[src/rtl/vrf_pkg.sv]
// rtl/vrf_pkg.sv - shared constants, state encoding and lane helpers for the vector register file
package vrf_pkg;

  localparam int VRF_NUM_REGS = 8;
  localparam int VRF_LANES    = 16;
  localparam int VRF_LANE_W   = 16;

  typedef enum logic {
    VRF_CLEAR = 1'b0,
    VRF_RUN   = 1'b1
  } vrf_state_e;

  // Bit offset of the least significant bit of a lane within a packed vector.
  function automatic int lane_lsb(input int lane, input int lane_w);
    return lane * lane_w;
  endfunction

endpackage

[src/rtl/vrf_lane_merge.sv]
// rtl/vrf_lane_merge.sv - per-lane select between an old and a new vector under a lane mask
module vrf_lane_merge
  import vrf_pkg::*;
#(
  parameter int LANES  = VRF_LANES,
  parameter int LANE_W = VRF_LANE_W
) (
  input  logic [LANES*LANE_W-1:0] i_old,
  input  logic [LANES*LANE_W-1:0] i_new,
  input  logic [LANES-1:0]        i_mask,
  output logic [LANES*LANE_W-1:0] o_merged
);

  for (genvar g = 0; g < LANES; g++) begin : g_lane
    assign o_merged[lane_lsb(g, LANE_W) +: LANE_W] =
      i_mask[g] ? i_new[lane_lsb(g, LANE_W) +: LANE_W]
                : i_old[lane_lsb(g, LANE_W) +: LANE_W];
  end

endmodule

[src/rtl/vec_reg_file_masked.sv]
// rtl/vec_reg_file_masked.sv - vector register file, two registered read ports, lane-masked write, post-reset clear
module vec_reg_file_masked
  import vrf_pkg::*;
#(
  parameter int NUM_REGS = VRF_NUM_REGS,
  parameter int LANES    = VRF_LANES,
  parameter int LANE_W   = VRF_LANE_W,
  localparam int VW      = LANES * LANE_W,
  localparam int AW      = $clog2(NUM_REGS)
) (
  input  logic             clk,
  input  logic             rst,
  input  logic             rd_en,
  input  logic [AW-1:0]    rd_addr_1,
  input  logic [AW-1:0]    rd_addr_2,
  output logic [VW-1:0]    data_1,
  output logic [VW-1:0]    data_2,
  input  logic             wr_en,
  input  logic [AW-1:0]    wr_dst,
  input  logic [VW-1:0]    wr_data,
  input  logic [LANES-1:0] wr_lane_mask,
  output logic             ready
);

  logic [VW-1:0] r_regs [NUM_REGS];
  logic [AW-1:0] r_cnt;
  vrf_state_e    r_state;
  vrf_state_e    w_state_nxt;

  logic             w_wr_ok;
  logic [LANES-1:0] w_fwd_mask_1;
  logic [LANES-1:0] w_fwd_mask_2;
  logic [VW-1:0]    w_wr_merged;
  logic [VW-1:0]    w_fwd_1;
  logic [VW-1:0]    w_fwd_2;

  assign w_wr_ok      = wr_en && (r_state == VRF_RUN);
  assign w_fwd_mask_1 = (w_wr_ok && (wr_dst == rd_addr_1)) ? wr_lane_mask : '0;
  assign w_fwd_mask_2 = (w_wr_ok && (wr_dst == rd_addr_2)) ? wr_lane_mask : '0;

  // Storage update and both forwarding paths share the same merge so they always agree.
  vrf_lane_merge #(.LANES(LANES), .LANE_W(LANE_W)) u_merge_wr (
    .i_old(r_regs[wr_dst]), .i_new(wr_data), .i_mask(wr_lane_mask), .o_merged(w_wr_merged)
  );
  vrf_lane_merge #(.LANES(LANES), .LANE_W(LANE_W)) u_merge_rd1 (
    .i_old(r_regs[rd_addr_1]), .i_new(wr_data), .i_mask(w_fwd_mask_1), .o_merged(w_fwd_1)
  );
  vrf_lane_merge #(.LANES(LANES), .LANE_W(LANE_W)) u_merge_rd2 (
    .i_old(r_regs[rd_addr_2]), .i_new(wr_data), .i_mask(w_fwd_mask_2), .o_merged(w_fwd_2)
  );

  always_ff @(posedge clk) begin
    if (rst) begin
      r_state <= VRF_CLEAR;
    end else begin
      r_state <= w_state_nxt;
    end
  end

  always_comb begin
    w_state_nxt = r_state;
    if (r_state == VRF_CLEAR && r_cnt == AW'(NUM_REGS - 1)) begin
      w_state_nxt = VRF_RUN;
    end
  end

  always_comb begin
    ready = 1'b0;
    if (r_state == VRF_RUN) begin
      ready = 1'b1;
    end
  end

  always_ff @(posedge clk) begin
    if (rst) begin
      r_cnt <= '0;
    end else if (r_state == VRF_CLEAR) begin
      r_cnt <= r_cnt + AW'(1);
    end
  end

  // Storage has no reset of its own; the clear sequencer zeroes it before reads are allowed.
  always_ff @(posedge clk) begin
    if (!rst) begin
      if (r_state == VRF_CLEAR) begin
        r_regs[r_cnt] <= '0;
      end else if (wr_en) begin
        r_regs[wr_dst] <= w_wr_merged;
      end
    end
  end

  always_ff @(posedge clk) begin
    if (rst) begin
      data_1 <= '0;
      data_2 <= '0;
    end else if (rd_en && r_state == VRF_RUN) begin
      data_1 <= w_fwd_1;
      data_2 <= w_fwd_2;
    end
  end

endmodule
[config.mk]
export PLATFORM = sky130hd
export DESIGN_NAME = vec_reg_file_masked
export DESIGN_NICKNAME = d
export VERILOG_FILES = /design/src/rtl/vrf_pkg.sv /design/src/rtl/vrf_lane_merge.sv /design/src/rtl/vec_reg_file_masked.sv
export SDC_FILE = /design/constraint.sdc
export NUM_CORES = 2
export LEC_CHECK = 0
export ABC_AREA = 0
export BUFFER_PORTS_ARGS = -buffer_cell sky130_fd_sc_hd__buf_2
export CAP_MARGIN = 20
export CORE_MARGIN = 2
export CORE_UTILIZATION = 55
export CTS_CLUSTER_DIAMETER = 100
export DETAILED_ROUTE_END_ITERATION = 8
export PLACE_DENSITY = 0.73
export REMOVE_ABC_BUFFERS = 1
export SKIP_CTS_REPAIR_TIMING = 1
export SYNTH_ARGS = -nofsm -noshare
export SYNTH_HDL_FRONTEND = slang
export SYNTH_HIERARCHICAL = 1
export SYNTH_SLANG_ARGS = --single-unit
[constraint.sdc]
create_clock -name clk -period 23.1 [get_ports clk]
set_input_delay 4.62 -clock clk [delete_from_list [all_inputs] [get_ports clk]]
set_output_delay 4.62 -clock clk [all_outputs]
set_load 0.02 [all_outputs]
==> flow_summary.yaml <==
placed_design:
  place_congestion: 0.827
  dpl_cell_area_um2: 142000
  pre_cts_slack_ns: 13.22
  port_buffers: 797
  dp_hpwl_um: 228000
synthesis:
  yosysUniqueCellTypes: 25
  synth_fa_ha_area_share_pct: 0.0183
  synth-xor-area-share_pct: 0.0450
  synth_compound_area_share_pct: 1.89
  syn_area_um2: 136000
  synth_top_family_by_area: "multiplexers"
  synth-seq-cells: 2564
  synth_top_cell_by_area: "edfxtp_1"
  ys_seq_area_share_pct: 52.7
  synth_top_area_share_pct: 45.1
  netlist_instances: 8238
  synth_mux_area_share_pct: 38.1
  ys_top_cells_by_area: "edfxtp_1 45%, mux4_2 25%, mux2_2 13%"
  yosys.area_share.simple_pct: 4.27
  syn_area_per_cell_um2: 16.6
  ys_warn_count: 6
worst_setup_path:
  worst_r2r_path_depth: 7
  criticalPathCategory: "input pin to flip-flop"
  rr_startpoint: "r_state$_SDFFE_PP0P_"
  crit_chain: "buf_8 > and3b_4 > buf_4 > mux2i_1 > nor2_4 > buf_4 > buf_4 > buf_4"
  r2r_slack_ns: 17.40
  path_depth: 8
  arrival_ns: 9.54
  worst_r2r_endpoint: "r_regs[2][180]$_DFFE_PP_"
  critPathLaunch: "rst"
  cp_num_buf_inv: 5
  cp.required_ns: 23.63
  crit_top_cell: "buf_4"
  cp_top_family: "buffers and inverters"
  critPathCaptureType: "flip-flop"
  critPathCapture: "r_regs[2][180]$_DFFE_PP_"
  slowest_stage: "buf_4"
  critical_path.max_fanout: 60
  critPathLaunchType: "input pin"
  max_stage_delay_ns: 0.84
routing:
  routedWlPerCell_um: 31.4
  drc: 0
  wl_um: 388000
  postRouteAntennaNets: 0
  vias_per_cell: 6.80
  drtIter0Drc: 9479
  dr.pass1.iters: 7
  vias: 83963
cts:
  clock-sinks: 2564
  cts-root-buf: "clkbuf_16"
  cts_tree: "done"
  clockBufferDepth: 4
  clk_latency_ns: 0.96
  cts_made_buffers: 296
  h-tree-depth: 5
  path_clk_slew_ns: 0.05
pwr:
  power_density_nw_per_um2: 70.6
  finalPower_mw: 10.7
  seqPwrFrac_pct: 47.7
  p_sw_share_pct: 22.7
  irDropWorstVdd_v: 0.0000706
  p_switching_mw: 2.43
  p_clk_share_pct: 42.1
  intPower_mw: 8.27
  combPwrFrac_pct: 10.1
  power_leakage_nw: 52.3
timing:
  rsz0062_at_grt: "false"
  fin_crit_ns: 9.01
  setup_tns_ns: 0
  finalSetupViolCount: 0
  min_period_over_period_pct: 39.0
  tightest_slew_ns: 1.18
  maxSlewViolCount: 0
  setup_ws_ns: 14.09
  hold_viol_final: 0
  max_slew_margin_pct: 21.1
  timing.fmax_ghz: 0.111
  finClkSkew_ns: 0.0756
outcome:
  status: "finished, final reports clean"
floorplan:
  initial_core_util_pct: 55.4
  die-area_um2: 252000
  coreArea_um2: 246000
  fp-row-count: 182
  dieWidth_um: 502
  ios: 798
  die_y_um: 502
finish:
  fin_area_um2: 152000
  nets: 9062
  drive_gt1_share_pct: 49.7
  utilization_pct: 61.6
  syn_to_final_growth_pct: 11.2
global_route:
  grt_antenna_before_repair: 72
  grt_pass1_vias: 85426
  grt_usage_pct: 30.5
  grt_max_degree: 147
  grt_pass1_wl_um: 564000
  globalRoute.totalOverflow: 0
flow_run:
  maxCapViolations: 0
min_path:
  hold_class: "flip-flop to flip-flop"
worst register-to-register path, stage by stage (launching register included):
cell     delay (ns)
dfxtp_1        0.74
and3b_4        0.30
buf_4          0.80
mux2i_1        0.37
nor2_4         0.69
buf_4          0.85
buf_4          0.68
buf_4          0.87
registers in the layout (all words and copies together), names as in the netlist:
signal / count
data_1: 256
r_state: 1
r_cnt: 3
data_2: 256
r_regs: 2048
per-stage QoR:
step,hold WS [ns],cells
2_1_floorplan,0.528,7508
6_report,0.449,12345
4_1_cts,0.450,12304
5_1_grt,0.463,12323
3_5_place_dp,0.443,11786
3_3_place_gp,0.438,11779
power groups by stage:
stage | logic [mW] | registers, mW | clock network [mW]
final | 1.08 | 5.10 | 4.51
after global routing | 1.14 | 5.11 | 4.73
after CTS | 1.08 | 5.10 | 4.55
after detailed placement | 1.08 | 5.20 | 0
after global placement | 1.07 | 5.19 | 0
after floorplan | 0.645 | 5.23 | 0
worst min-delay path by stage:
stage               cells past startpoint                     start                  endpoint
finish                                  2  data_1[144]$_SDFFE_PP0P_  data_1[144]$_SDFFE_PP0P_
global route                            2  data_1[165]$_SDFFE_PP0P_  data_1[165]$_SDFFE_PP0P_
CTS                                     2   data_2[69]$_SDFFE_PP0P_   data_2[69]$_SDFFE_PP0P_
detailed placement                      2  data_2[193]$_SDFFE_PP0P_  data_2[193]$_SDFFE_PP0P_
global placement                        2  data_2[101]$_SDFFE_PP0P_  data_2[101]$_SDFFE_PP0P_
floorplan                               2     r_cnt[0]$_SDFFE_PP0N_     r_cnt[0]$_SDFFE_PP0N_
layout by cell type (no fill, tap or decap), types with 8 or more instances in the layout:
master and n:
edfxtp_1 2048, dfxtp_1 516, mux4_2 1536, nor2_4 8, nor2_1 8, inv_6 8, clkinv_2 34, clkbuf_16 305
buf_12 18, bufinv_16 11, nand2_1 1027, clkinv_1 30, clkbuf_8 36, and2_1 288, mux2_4 9, mux2_2 1528
clkbuf_1 76, a21oi_1 512, buf_4 144, buf_2 787, diode_2 38, buf_8 15
synth_stat cells (all sizes together):
master     n
o21bai     1
a21oi    512
nand3      1
xor2       7
nor2      16
clkbuf   319
buf      411
and2     289
edfxtp  2048
mux2    1537
and3b      2
nor2b      4
mux2i      5
nand2b     1
nand2   1028
mux4    1536
ha         2
dfxtp    516
a21o       1
nor4       2
cell type report:
class | count | area, um^2
Fill cell | 17545 | 94600
Multi-Input combinational cell | 4944 | 60500
Clock buffer | 426 | 8460
Tap cell | 3312 | 4140
Clock inverter | 92 | 785
Timing Repair Buffer | 969 | 5740
Sequential cell | 2564 | 71800
Antenna cell | 38 | 95.1
logic make-up after synthesis:
logic type               after synthesis
AO/OA/AOI/OAI                        514
XOR/XNOR                               7
adder cells (fa/ha/maj)                2
flip-flops                          2564
buffers and inverters                730
AND/OR/NAND/NOR                     1343
multiplexers                        3078
per-layer routing:
layer	global-route usage (%)	share of wire [%]
met4	11.3	3.6
met2	49.4	49
met1	40.4	37
met3	7.05	11
met5	0	0.091
Power figures use the tool's default switching activity.
